--- src/rtl/seq_divider.sv ---
// Sequential unsigned restoring divider. It produces one quotient bit per clock
// and raises a one-cycle done pulse when the results are ready.
module seq_divider #(
    parameter int WIDTH = 32
) (
    input  logic             clk,
    input  logic             rst,
    input  logic             start,
    input  logic [WIDTH-1:0] dividend,
    input  logic [WIDTH-1:0] divisor,
    output logic             busy,
    output logic             done,
    output logic [WIDTH-1:0] quotient,
    output logic [WIDTH-1:0] remainder,
    output logic             div_by_zero
);

    localparam int CW = $clog2(WIDTH + 1);

    typedef enum logic [1:0] {
        IDLE,
        RUN,
        DONE
    } state_t;

    state_t           state_q, state_d;
    logic [WIDTH-1:0] dvd_q, dvd_d;
    logic [WIDTH-1:0] dsr_q, dsr_d;
    logic [WIDTH-1:0] rem_q, rem_d;
    logic [WIDTH-1:0] quotient_q, quotient_d;
    logic [WIDTH-1:0] remainder_q, remainder_d;
    logic             dbz_q, dbz_d;
    logic [CW-1:0]    cnt_q, cnt_d;

    logic [WIDTH:0]   trial;
    logic [WIDTH:0]   diff;
    logic             geq;
    logic [WIDTH-1:0] stepRem;
    logic [WIDTH-1:0] stepDvd;

    // One restoring step. The dividend register doubles as the quotient
    // shift register, and the trial value has an extra bit so that large
    // divisors cannot overflow.
    always_comb begin
        trial   = {rem_q, dvd_q[WIDTH-1]};
        diff    = trial - {1'b0, dsr_q};
        geq     = (trial >= {1'b0, dsr_q});
        stepRem = geq ? diff[WIDTH-1:0] : trial[WIDTH-1:0];
        stepDvd = {dvd_q[WIDTH-2:0], geq};
    end

    always_comb begin
        state_d     = state_q;
        dvd_d       = dvd_q;
        dsr_d       = dsr_q;
        rem_d       = rem_q;
        cnt_d       = cnt_q;
        quotient_d  = quotient_q;
        remainder_d = remainder_q;
        dbz_d       = dbz_q;

        case (state_q)
            IDLE: begin
                if (start) begin
                    if (divisor != '0) begin
                        dvd_d   = dividend;
                        dsr_d   = divisor;
                        rem_d   = '0;
                        cnt_d   = '0;
                        state_d = RUN;
                    end else begin
                        quotient_d  = '1;
                        remainder_d = dividend;
                        dbz_d       = 1'b1;
                        state_d     = DONE;
                    end
                end
            end
            RUN: begin
                dvd_d = stepDvd;
                rem_d = stepRem;
                cnt_d = cnt_q + 1'b1;
                if (cnt_q == CW'(WIDTH - 1)) begin
                    quotient_d  = stepDvd;
                    remainder_d = stepRem;
                    dbz_d       = 1'b0;
                    state_d     = DONE;
                end
            end
            DONE: begin
                state_d = IDLE;
            end
            default: begin
                state_d = IDLE;
            end
        endcase
    end

    always_ff @(posedge clk) begin
        if (rst) begin
            state_q     <= IDLE;
            dvd_q       <= '0;
            dsr_q       <= '0;
            rem_q       <= '0;
            cnt_q       <= '0;
            quotient_q  <= '0;
            remainder_q <= '0;
            dbz_q       <= 1'b0;
        end else begin
            state_q     <= state_d;
            dvd_q       <= dvd_d;
            dsr_q       <= dsr_d;
            rem_q       <= rem_d;
            cnt_q       <= cnt_d;
            quotient_q  <= quotient_d;
            remainder_q <= remainder_d;
            dbz_q       <= dbz_d;
        end
    end

    assign busy        = (state_q != IDLE);
    assign done        = (state_q == DONE);
    assign quotient    = quotient_q;
    assign remainder   = remainder_q;
    assign div_by_zero = dbz_q;

endmodule

--- config.mk ---
export PLATFORM = sky130hd
export DESIGN_NAME = seq_divider
export DESIGN_NICKNAME = d
export VERILOG_FILES = /design/src/rtl/seq_divider.sv
export SDC_FILE = /design/constraint.sdc
export NUM_CORES = 1
export LEC_CHECK = 0
export BUFFER_PORTS_ARGS = -buffer_cell sky130_fd_sc_hd__buf_2
export CORE_MARGIN = 2
export CORE_UTILIZATION = 40
export DETAILED_ROUTE_END_ITERATION = 8
export GPL_TIMING_DRIVEN = 0
export PLACE_DENSITY = 0.71
export SLEW_MARGIN = 20
export SYNTH_ARGS = -nofsm -noshare
export SYNTH_HDL_FRONTEND = slang
export SYNTH_SLANG_ARGS = --single-unit
--- constraint.sdc ---
create_clock -name clk -period 2.8 [get_ports clk]
set_input_delay 0.28 -clock clk [delete_from_list [all_inputs] [get_ports clk]]
set_output_delay 0.28 -clock clk [all_outputs]
set_load 0.01 [all_outputs]
==> flow_summary.toml, run 1 <==
[floorplan]
num_rows = 53
initial_core_util_pct = 40.73
core_area_um2 = 20960
die_area_um2 = 22520
die_w_um = 150.1
ioPinCount = 134
die_y_um = 150.1

[logic_synthesis]
yosys_warnings = 0
synthArstFlopShare_pct = 0
synth_flop_cell = "dfxtp_1"
postSynthCellCount = 1078
ys_ff_latch = 169
syn_avg_cell_area_um2 = 7.918
synth_cell_types = 55
syn_nets = 1179
synth_edf_count = 0
ys_seq_area_share_pct = 39.64
syn_area_um2 = 8536

[routing]
final_antenna_net_count = 0
routed_wirelength_um = 28780
routedWlPerCell_um = 18.72
drt_iter0_drc = 632
dr.pass1.iters = 5
vias_per_cell = 5.755
vias = 8845
route.detailed.drc = 0

[global_routing]
grt_first_pass_wirelength_um = 43630
antenna_found_initial = 0
globalRoute.totalOverflow = 0
grt_pass1_vias = 8033
grt_max_degree = 18
grt.total_usage_pct = 24.80

[cells_and_area]
nFillCells = 1944
final_common_cell = "nand2_1"
nets = 1350
fin_area_um2 = 11230
final_core_util_pct = 53.59
final_cells = 1537
layout_common_cells = "nand2_1, dfxtp_1, nor2_1"
drive_gt1_share_pct = 27.42
areaGrowthSynthToFinish_pct = 31.56
antennaDiodeCount = 0

[critical_path]
path_class = "flip-flop to flip-flop"
crit_path_max_fanout = 3
cp-start-kind = "flip-flop"
reg2reg_depth = 13
timing.rr.end = "remainder[30]$_SDFFE_PP0P_"
cp.arrival_ns = 3.26
required_ns = 3.09
crit_path_end_kind = "flip-flop"
r2r_slack_ns = -0.17
rr_startpoint = "dvd_q[31]$_SDFFE_PP0P_"

[run]
max-cap-violations = 0

[sta]
max_freq_mhz = 337.0
rsz0062_at_grt = "yes"
tightest_slew_ns = 0.7709
fin_ws_ns = -0.1672
finalSetupViolCount = 32
fin_crit_ns = 2.967
skew_ns = 0.01455
finalMaxSlewViolations = 0
relSlewSlack_pct = 48.41
timing.final.crit_share_pct = 106.0
fin_setup_tns_ns = -1.699
finalHoldViolCount = 0

[cts]
cts_tree = "built"
clockBufferDepth = 2
numCtsBuffers = 17
htree_levels = 4
clock_sinks = 169
clk_pin_slew_worst_paths_ns = 0.07
clkLatencyLatePin_ns = 0.43
root_buffer = "clkbuf_16"

[place]
post-place-cells = 1485
gp_congestion = 0.9158
detailed_place_hpwl_um = 21240
port_buffers = 132
pre_cts_ws_ns = -0.5709
post_dp_cell_area_um2 = 9552

[pwr]
leakage_nw = 4.493
power-per-cell-area_nw_per_um2 = 1235
vdd_drop_max_uv = 583.7

[min_path]
hold_path_depth = 3
min_to = "dsr_q[0]$_SDFFE_PP0P_"
worstHoldStart = "divisor[0]"
holdCritPathClass = "input pin to flip-flop"

[outcome]
status = "finished, violations left"
violations = "negative setup slack"
synth_stat cells, types with 2 or more instances:
cell	n	area, um2
a211o_1	3	26.28
a211oi_1	42	315.3
a21o_1	18	135.1
a21oi_1	98	490.5
a221oi_1	3	26.28
a22oi_1	23	172.7
a311oi_1	44	385.4
a311oi_2	15	225.2
a31oi_1	7	43.79
a32oi_1	6	52.55
a41oi_1	3	26.28
and3_1	4	25.02
buf_1	3	11.26
buf_2	3	15.01
buf_6	3	33.78
clkbuf_1	71	266.5
dfxtp_1	169	3383
ha_1	33	412.9
inv_1	41	153.9
mux2i_1	2	20.02
nand2_1	190	713.2
nand2b_1	3	18.77
nand3_1	12	60.06
nand3b_1	3	22.52
nand4_1	13	81.33
nor2_1	150	563.0
nor2b_1	4	25.02
nor3_1	7	35.03
nor3b_1	2	15.01
nor4_1	12	75.07
o21a_1	7	52.55
o21ai_0	17	85.08
o21ai_1	3	15.01
o21bai_1	11	82.58
o31ai_1	3	22.52
or2_2	2	12.51
or3_1	9	56.30
xnor2_1	10	87.58
xor2_1	13	113.9
sequential cells by signal, indices dropped and copies added (netlist names):
signal	flops
remainder	32
rem_q	32
dsr_q	32
cnt_q	6
state_q	2
div_by_zero	1
quotient	32
dvd_q	32
power breakdown:
group	switching (mW)	internal (mW)
clock	1.09	1.54
combinational	4.69	3.46
sequential	0.362	2.73
per-layer routing:
layer  share of wire (%)  up-vias  global-route usage, %
li1                    -     4210                      -
met1                  44     4191                  33.89
met2                  45      374                  39.06
met3                 6.9       70                  4.055
met4                 3.8        0                  9.811
met5                   0        -                      0
through the flow:
stage / total power, mW / hold WS [ns]
3_3_place_gp: 8.705 / 0.4440
2_1_floorplan: 7.205 / 0.4160
6_report: 13.87 / 0.09354
4_1_cts: 12.50 / 0.08213
5_1_grt: 14.51 / 0.09763
3_5_place_dp: 8.746 / 0.4473
cell type report:
cell class / instances / area, um2 / share of cell area (%)
Buffer: 67 / 331.6 / 2.953
Clock buffer: 17 / 425.4 / 3.788
Clock inverter: 15 / 235.2 / 2.095
Inverter: 41 / 153.9 / 1.370
Multi-Input combinational cell: 788 / 5361 / 47.74
Sequential cell: 169 / 3402 / 30.30
Tap cell: 275 / 344.1 / 3.064
Timing Repair Buffer: 165 / 975.9 / 8.691
cells by family (layout without fill, tap and decap cells):
logic type	count (synthesis)	count (layout)	synth area share, %
simple gates	415	415	20.43
fa+ha+maj	34	34	5.072
buf+inv	121	305	5.629
compound gates	313	313	26.50
flops	169	169	39.64
xor+xnor	23	23	2.360
mux	3	3	0.3665
worst max-delay path, stage by stage, from the launching register on:
cell	delay [ns]
dfxtp_2	0.34
inv_2	0.07
ha_4	0.13
inv_2	0.04
fa_2	0.36
a211oi_2	0.26
o21bai_2	0.12
a32o_2	0.27
nor3_4	0.12
buf_6	0.14
a21oi_4	0.06
or4_4	0.50
a32oi_4	0.29
a311oi_2	0.13
worst max-delay path by stage:
stage               depth (start not counted)  slack [ns]                    endpoint                   start
floorplan                                  12        0.04  remainder[30]$_SDFFE_PP0P_  dvd_q[31]$_SDFFE_PP0P_
global placement                           11       -0.55  remainder[17]$_SDFFE_PP0P_   dsr_q[7]$_SDFFE_PP0P_
detailed placement                         11       -0.57  remainder[18]$_SDFFE_PP0P_   dsr_q[7]$_SDFFE_PP0P_
CTS                                        13       -0.20  remainder[30]$_SDFFE_PP0P_  dvd_q[31]$_SDFFE_PP0P_
global route                               13       -0.23  remainder[30]$_SDFFE_PP0P_  dvd_q[31]$_SDFFE_PP0P_
finish                                     13       -0.17  remainder[30]$_SDFFE_PP0P_  dvd_q[31]$_SDFFE_PP0P_
timing repair:
item	4_1_cts	5_1_grt
gates cloned	1	3
pin swaps	32	39
buffers inserted	12	17
setup endpoints to repair	95	96
hold buffers	0	0
resized for setup	78	93
Power figures use the tool's default switching activity.
==> run 2: changes to the inputs <==
--- a/config.mk
+++ b/config.mk
@@ -8,9 +8,10 @@
 export BUFFER_PORTS_ARGS = -buffer_cell sky130_fd_sc_hd__buf_2
 export CORE_MARGIN = 2
 export CORE_UTILIZATION = 40
+export CTS_BUF_LIST = sky130_fd_sc_hd__clkbuf_8
 export DETAILED_ROUTE_END_ITERATION = 8
 export GPL_TIMING_DRIVEN = 0
-export PLACE_DENSITY = 0.71
+export PLACE_DENSITY_LB_ADDON = 0.3
 export SLEW_MARGIN = 20
 export SYNTH_ARGS = -nofsm -noshare
 export SYNTH_HDL_FRONTEND = slang
==> flow_summary.toml, run 2 (synthesis results as in run 1) <==
[cells_and_area]
nFillCells = 2026
multi_input_area_um2 = 5330
nets = 1344
final_core_util_pct = 52.24
final_common_cell = "nand2_1"
drive_gt1_share_pct = 26.75
layout_common_cells = "nand2_1, dfxtp_1, nor2_1"
seqCellArea_um2 = 3403
final_cells = 1531
antennaDiodeCount = 0
fin_area_um2 = 10950
areaGrowthSynthToFinish_pct = 28.25

[routing]
routed_wirelength_um = 28350
vias_per_cell = 5.700
vias = 8726
routedWlPerCell_um = 18.52
final_antenna_net_count = 0
dr.pass1.iters = 5
drt_iter0_drc = 702
route.detailed.drc = 0

[run]
max-cap-violations = 0

[critical_path]
crit_path_end_kind = "flip-flop"
cp.arrival_ns = 3.32
crit_path_max_fanout = 3
path_class = "flip-flop to flip-flop"
cp-start-kind = "flip-flop"
required_ns = 3.14

[sta]
finalMaxSlewViolations = 0
fin_crit_ns = 2.975
finalHoldViolCount = 0
rsz0062_at_grt = "yes"
holdWs_ns = 0.03703
timing.final.crit_share_pct = 106.3
tightest_slew_ns = 0.7769
fin_ws_ns = -0.1752
max_freq_mhz = 336.1
finalSetupViolCount = 21
skew_ns = 0.01354
relSlewSlack_pct = 48.02

[global_routing]
globalRoute.totalOverflow = 0
antenna_found_initial = 0
grt_max_degree = 20
grt_pass1_vias = 7961
grt_first_pass_wirelength_um = 43110
grt.total_usage_pct = 24.58

[floorplan]
initial_core_util_pct = 40.73
num_rows = 53
core_area_um2 = 20960
die_area_um2 = 22520
die_w_um = 150.1
ioPinCount = 134
die_y_um = 150.1

[cts]
clkLatencyLatePin_ns = 0.49
cts_tree = "built"
postCtsHoldBufs = 0
numCtsBuffers = 17
clock_sinks = 169
root_buffer = "clkbuf_8"
clockBufferDepth = 2
htree_levels = 4
clk_pin_slew_worst_paths_ns = 0.10

[place]
detailed_place_hpwl_um = 21250
gp_congestion = 0.9264
post_dp_cell_area_um2 = 9552
post-place-cells = 1485
pre_cts_ws_ns = -0.5779
port_buffers = 132

[pwr]
vdd_drop_max_uv = 621.9
power-per-cell-area_nw_per_um2 = 1192
leakage_nw = 4.372

[outcome]
violations = "negative setup slack"
status = "finished, violations left"

[min_path]
holdCritPathClass = "input pin to flip-flop"
run 2: cell count changes in the layout (fill, tap and decap cells not counted), moves of 3 or more:
| cell | change |
|---|---|
| buf_6 | -4 |
| clkbuf_8 | +17 |
| inv_2 | -3 |
| bufinv_16 | -3 |
| inv_1 | +3 |
| buf_4 | -5 |
| clkbuf_16 | -18 |
run 2: worst max-delay path: stages, from the launching register on:
cell and delay [ns]:
dfxtp_2 0.34, inv_2 0.06, ha_4 0.14, inv_2 0.03, fa_2 0.37, a211oi_2 0.24, o21bai_2 0.12, a32o_2 0.26
nor3_4 0.22, a21oi_2 0.11, or4_1 0.50, a32oi_2 0.30, a311oi_1 0.14
run 2: path summary, 6_finish.rpt:
path | from | to | slack, ns | cells after the start
setup reg to reg | dvd_q[31]$_SDFFE_PP0P_ | remainder[30]$_SDFFE_PP0P_ | -0.18 | 12
hold / removal | divisor[26] | dsr_q[26]$_SDFFE_PP0P_ | 0.04 | 3
setup / recovery | dvd_q[31]$_SDFFE_PP0P_ | remainder[30]$_SDFFE_PP0P_ | -0.18 | 12
hold reg to reg | dsr_q[26]$_SDFFE_PP0P_ | dsr_q[26]$_SDFFE_PP0P_ | 0.46 | 2
run 2: what timing repair did:
action / 4_1_cts / 5_1_grt
resized for setup: 85 / 88
buffers inserted: 12 / 12
setup endpoints to repair: 96 / 93
pin swaps: 23 / 36
gates cloned: 2 / 2
run 2: power breakdown:
part	leakage, nW	switching [mW]	internal, mW
clock network	0.216	1.10	0.775
registers	1.39	0.368	2.73
logic	2.77	4.60	3.48
run 2: layout make-up:
type	count	share of cell area, %
Tap cell	275	3.143
Buffer	67	3.178
Multi-Input combinational cell	788	48.69
Clock inverter	15	1.783
Clock buffer	17	2.137
Inverter	41	1.406
Sequential cell	169	31.09
Timing Repair Buffer	159	8.572
run 2: per-stage QoR:
step	TNS [ns]	total power, mW
2_1_floorplan	0	7.205
3_3_place_gp	-27.73	8.735
3_5_place_dp	-28.21	8.739
4_1_cts	-1.447	11.83
5_1_grt	-3.246	13.67
6_report	-0.9758	13.05
run 2: per-layer routing:
layer / track usage [%] / vias to the layer above / share of wire, %
met4: 7.500 / 0 / 2.1
met5: 0 / - / 0
li1: - / 4193 / -
met3: 4.024 / 51 / 7.0
met1: 34.02 / 4139 / 46
met2: 39.27 / 343 / 45
==> run 3: changes to the inputs <==
--- a/config.mk
+++ b/config.mk
@@ -7,7 +7,7 @@
 export LEC_CHECK = 0
 export BUFFER_PORTS_ARGS = -buffer_cell sky130_fd_sc_hd__buf_2
 export CORE_MARGIN = 2
-export CORE_UTILIZATION = 40
+export CORE_UTILIZATION = 28
 export CTS_BUF_LIST = sky130_fd_sc_hd__clkbuf_8
 export DETAILED_ROUTE_END_ITERATION = 8
 export GPL_TIMING_DRIVEN = 0
==> constraint.sdc (replaced) <==
create_clock -name clk -period 3.34 [get_ports clk]
set_input_delay 0.334 -clock clk [delete_from_list [all_inputs] [get_ports clk]]
set_output_delay 0.334 -clock clk [all_outputs]
set_load 0.01 [all_outputs]
==> flow_summary.toml, run 3 (synthesis results as in run 1) <==
[outcome]
status = "complete, no violations"

[routing]
drt_iter0_drc = 665
route.detailed.drc = 0
vias_per_cell = 5.152
vias = 8419
routedWlPerCell_um = 17.69
final_antenna_net_count = 0
routed_wirelength_um = 28910
dr.pass1.iters = 5

[cts]
postCtsHoldBufs = 0
clockBufferDepth = 2
cts_tree = "built"
clock_sinks = 169
root_buffer = "clkbuf_8"
htree_levels = 4
clkLatencyLatePin_ns = 0.47
clk_pin_slew_worst_paths_ns = 0.11
numCtsBuffers = 17

[floorplan]
die_w_um = 178.6
initial_core_util_pct = 28.65
core_area_um2 = 29800
die_area_um2 = 31900
die_y_um = 178.6
ioPinCount = 134
num_rows = 63

[place]
post-place-cells = 1600
pre_cts_ws_ns = -0.4993
port_buffers = 132
post_dp_cell_area_um2 = 9684
gp_congestion = 0.8829
detailed_place_hpwl_um = 22970

[cells_and_area]
fin_area_um2 = 10210
final_core_util_pct = 34.27
antennaDiodeCount = 0
drive_gt1_share_pct = 17.12
layout_common_cells = "nand2_1, dfxtp_1, nor2_1"
final_common_cell = "nand2_1"
final_cells = 1634
areaGrowthSynthToFinish_pct = 19.61
nets = 1332

[sta]
relSlewSlack_pct = 41.86
finalSetupViolCount = 0
rsz0062_at_grt = "no"
timing.final.crit_share_pct = 95.50
finalHoldViolCount = 0
max_freq_mhz = 313.5
fin_setup_tns_ns = 0
holdWs_ns = 0.09906
fin_crit_ns = 3.190
tightest_slew_ns = 0.8689
fin_ws_ns = 0.1502
finalMaxSlewViolations = 0
skew_ns = 0.02072

[critical_path]
crit_chain = "inv_1 -> ha_1 -> and3_1 -> and3_1 -> a211o_1 -> o21ai_2 -> a2111oi_4 -> o21a_1 -> buf_2 -> a22oi_1 -> a311oi_2"
path_common_cell = "and3_1"
crit_path_end_kind = "flip-flop"
reg2reg_depth = 11
crit_path_max_fanout = 10
cp_num_buf_inv = 2
crit_slowest_cell = "a22oi_1"
path_depth = 11
cp-start-kind = "flip-flop"
path_class = "flip-flop to flip-flop"
critPathTopFamily = "compound AO/OA/AOI/OAI gates"
cp.arrival_ns = 3.53
required_ns = 3.68
slowest_delay_ns = 0.45

[global_routing]
grt.total_usage_pct = 18.07
grt_max_degree = 17
grt_pass1_vias = 7815
grt_first_pass_wirelength_um = 44230
antenna_found_initial = 0
globalRoute.totalOverflow = 0

[pwr]
power-per-cell-area_nw_per_um2 = 906.7
leakage_nw = 4.135
finalPower_mw = 9.257
vdd_drop_max_uv = 399.2

[min_path]
hold_path_depth = 3
holdCritPathClass = "input pin to flip-flop"

[run]
max-cap-violations = 0
-- run 3: cell types whose count changed in the layout (fill, tap and decap cells not counted), moves of 6 or more --
cell      delta
ha_1        +20
dfxtp_2     -10
ha_4        -15
inv_1        +6
a22oi_2     -18
clkbuf_1    +19
a21oi_1      +6
clkbuf_2     -8
buf_4       -14
a22oi_1     +18
dfxtp_1     +12
-- run 3: area by class of cell --
type                       instances  area (um2)
clock buffer                      17       234.0
inverter                          41       153.9
timing repair buffer             138       705.7
sequential                       169        3383
clock inverter                    15       166.4
buffer                            76       315.3
tap                              390       488.0
fill                            3252       19590
multi-input combinational        788        4763
-- run 3: worst paths after layout --
path                     startpoint                         end  slack [ns]
min                     divisor[27]      dsr_q[27]$_SDFFE_PP0P_         0.1
min reg2reg  dsr_q[26]$_SDFFE_PP0P_      dsr_q[26]$_SDFFE_PP0P_        0.46
max reg2reg   dsr_q[6]$_SDFFE_PP0P_  remainder[17]$_SDFFE_PP0P_        0.15
max           dsr_q[6]$_SDFFE_PP0P_  remainder[17]$_SDFFE_PP0P_        0.15
-- run 3: worst register-to-register path: stages, from the launching register on --
cell and delay (ns):
dfxtp_1 0.34, inv_1 0.08, ha_1 0.37, and3_1 0.22
and3_1 0.18, a211o_1 0.30, o21ai_2 0.36, a2111oi_4 0.17
o21a_1 0.22, buf_2 0.21, a22oi_1 0.45, a311oi_2 0.16
-- run 3: per-layer routing --
metal | vias up | track usage (%) | part of all wire, %
met5 | - | 0 | 0
met4 | 0 | 4.844 | 2.0
met3 | 33 | 3.645 | 5.0
met2 | 236 | 29.36 | 46
met1 | 3998 | 24.31 | 47
li1 | 4152 | - | -
-- run 3: power by group --
group          total, mW  switching [mW]  internal [mW]
Sequential          2.51           0.236           2.28
Clock               1.53           0.847          0.684
Combinational       5.21            3.22           1.99
-- run 3: what timing repair did --
action                                  4_1_cts  5_1_grt
setup buffers                                 0        6
endpoints found under the setup margin       22       39
resized for setup                             5       16
pin swaps                                     1        5
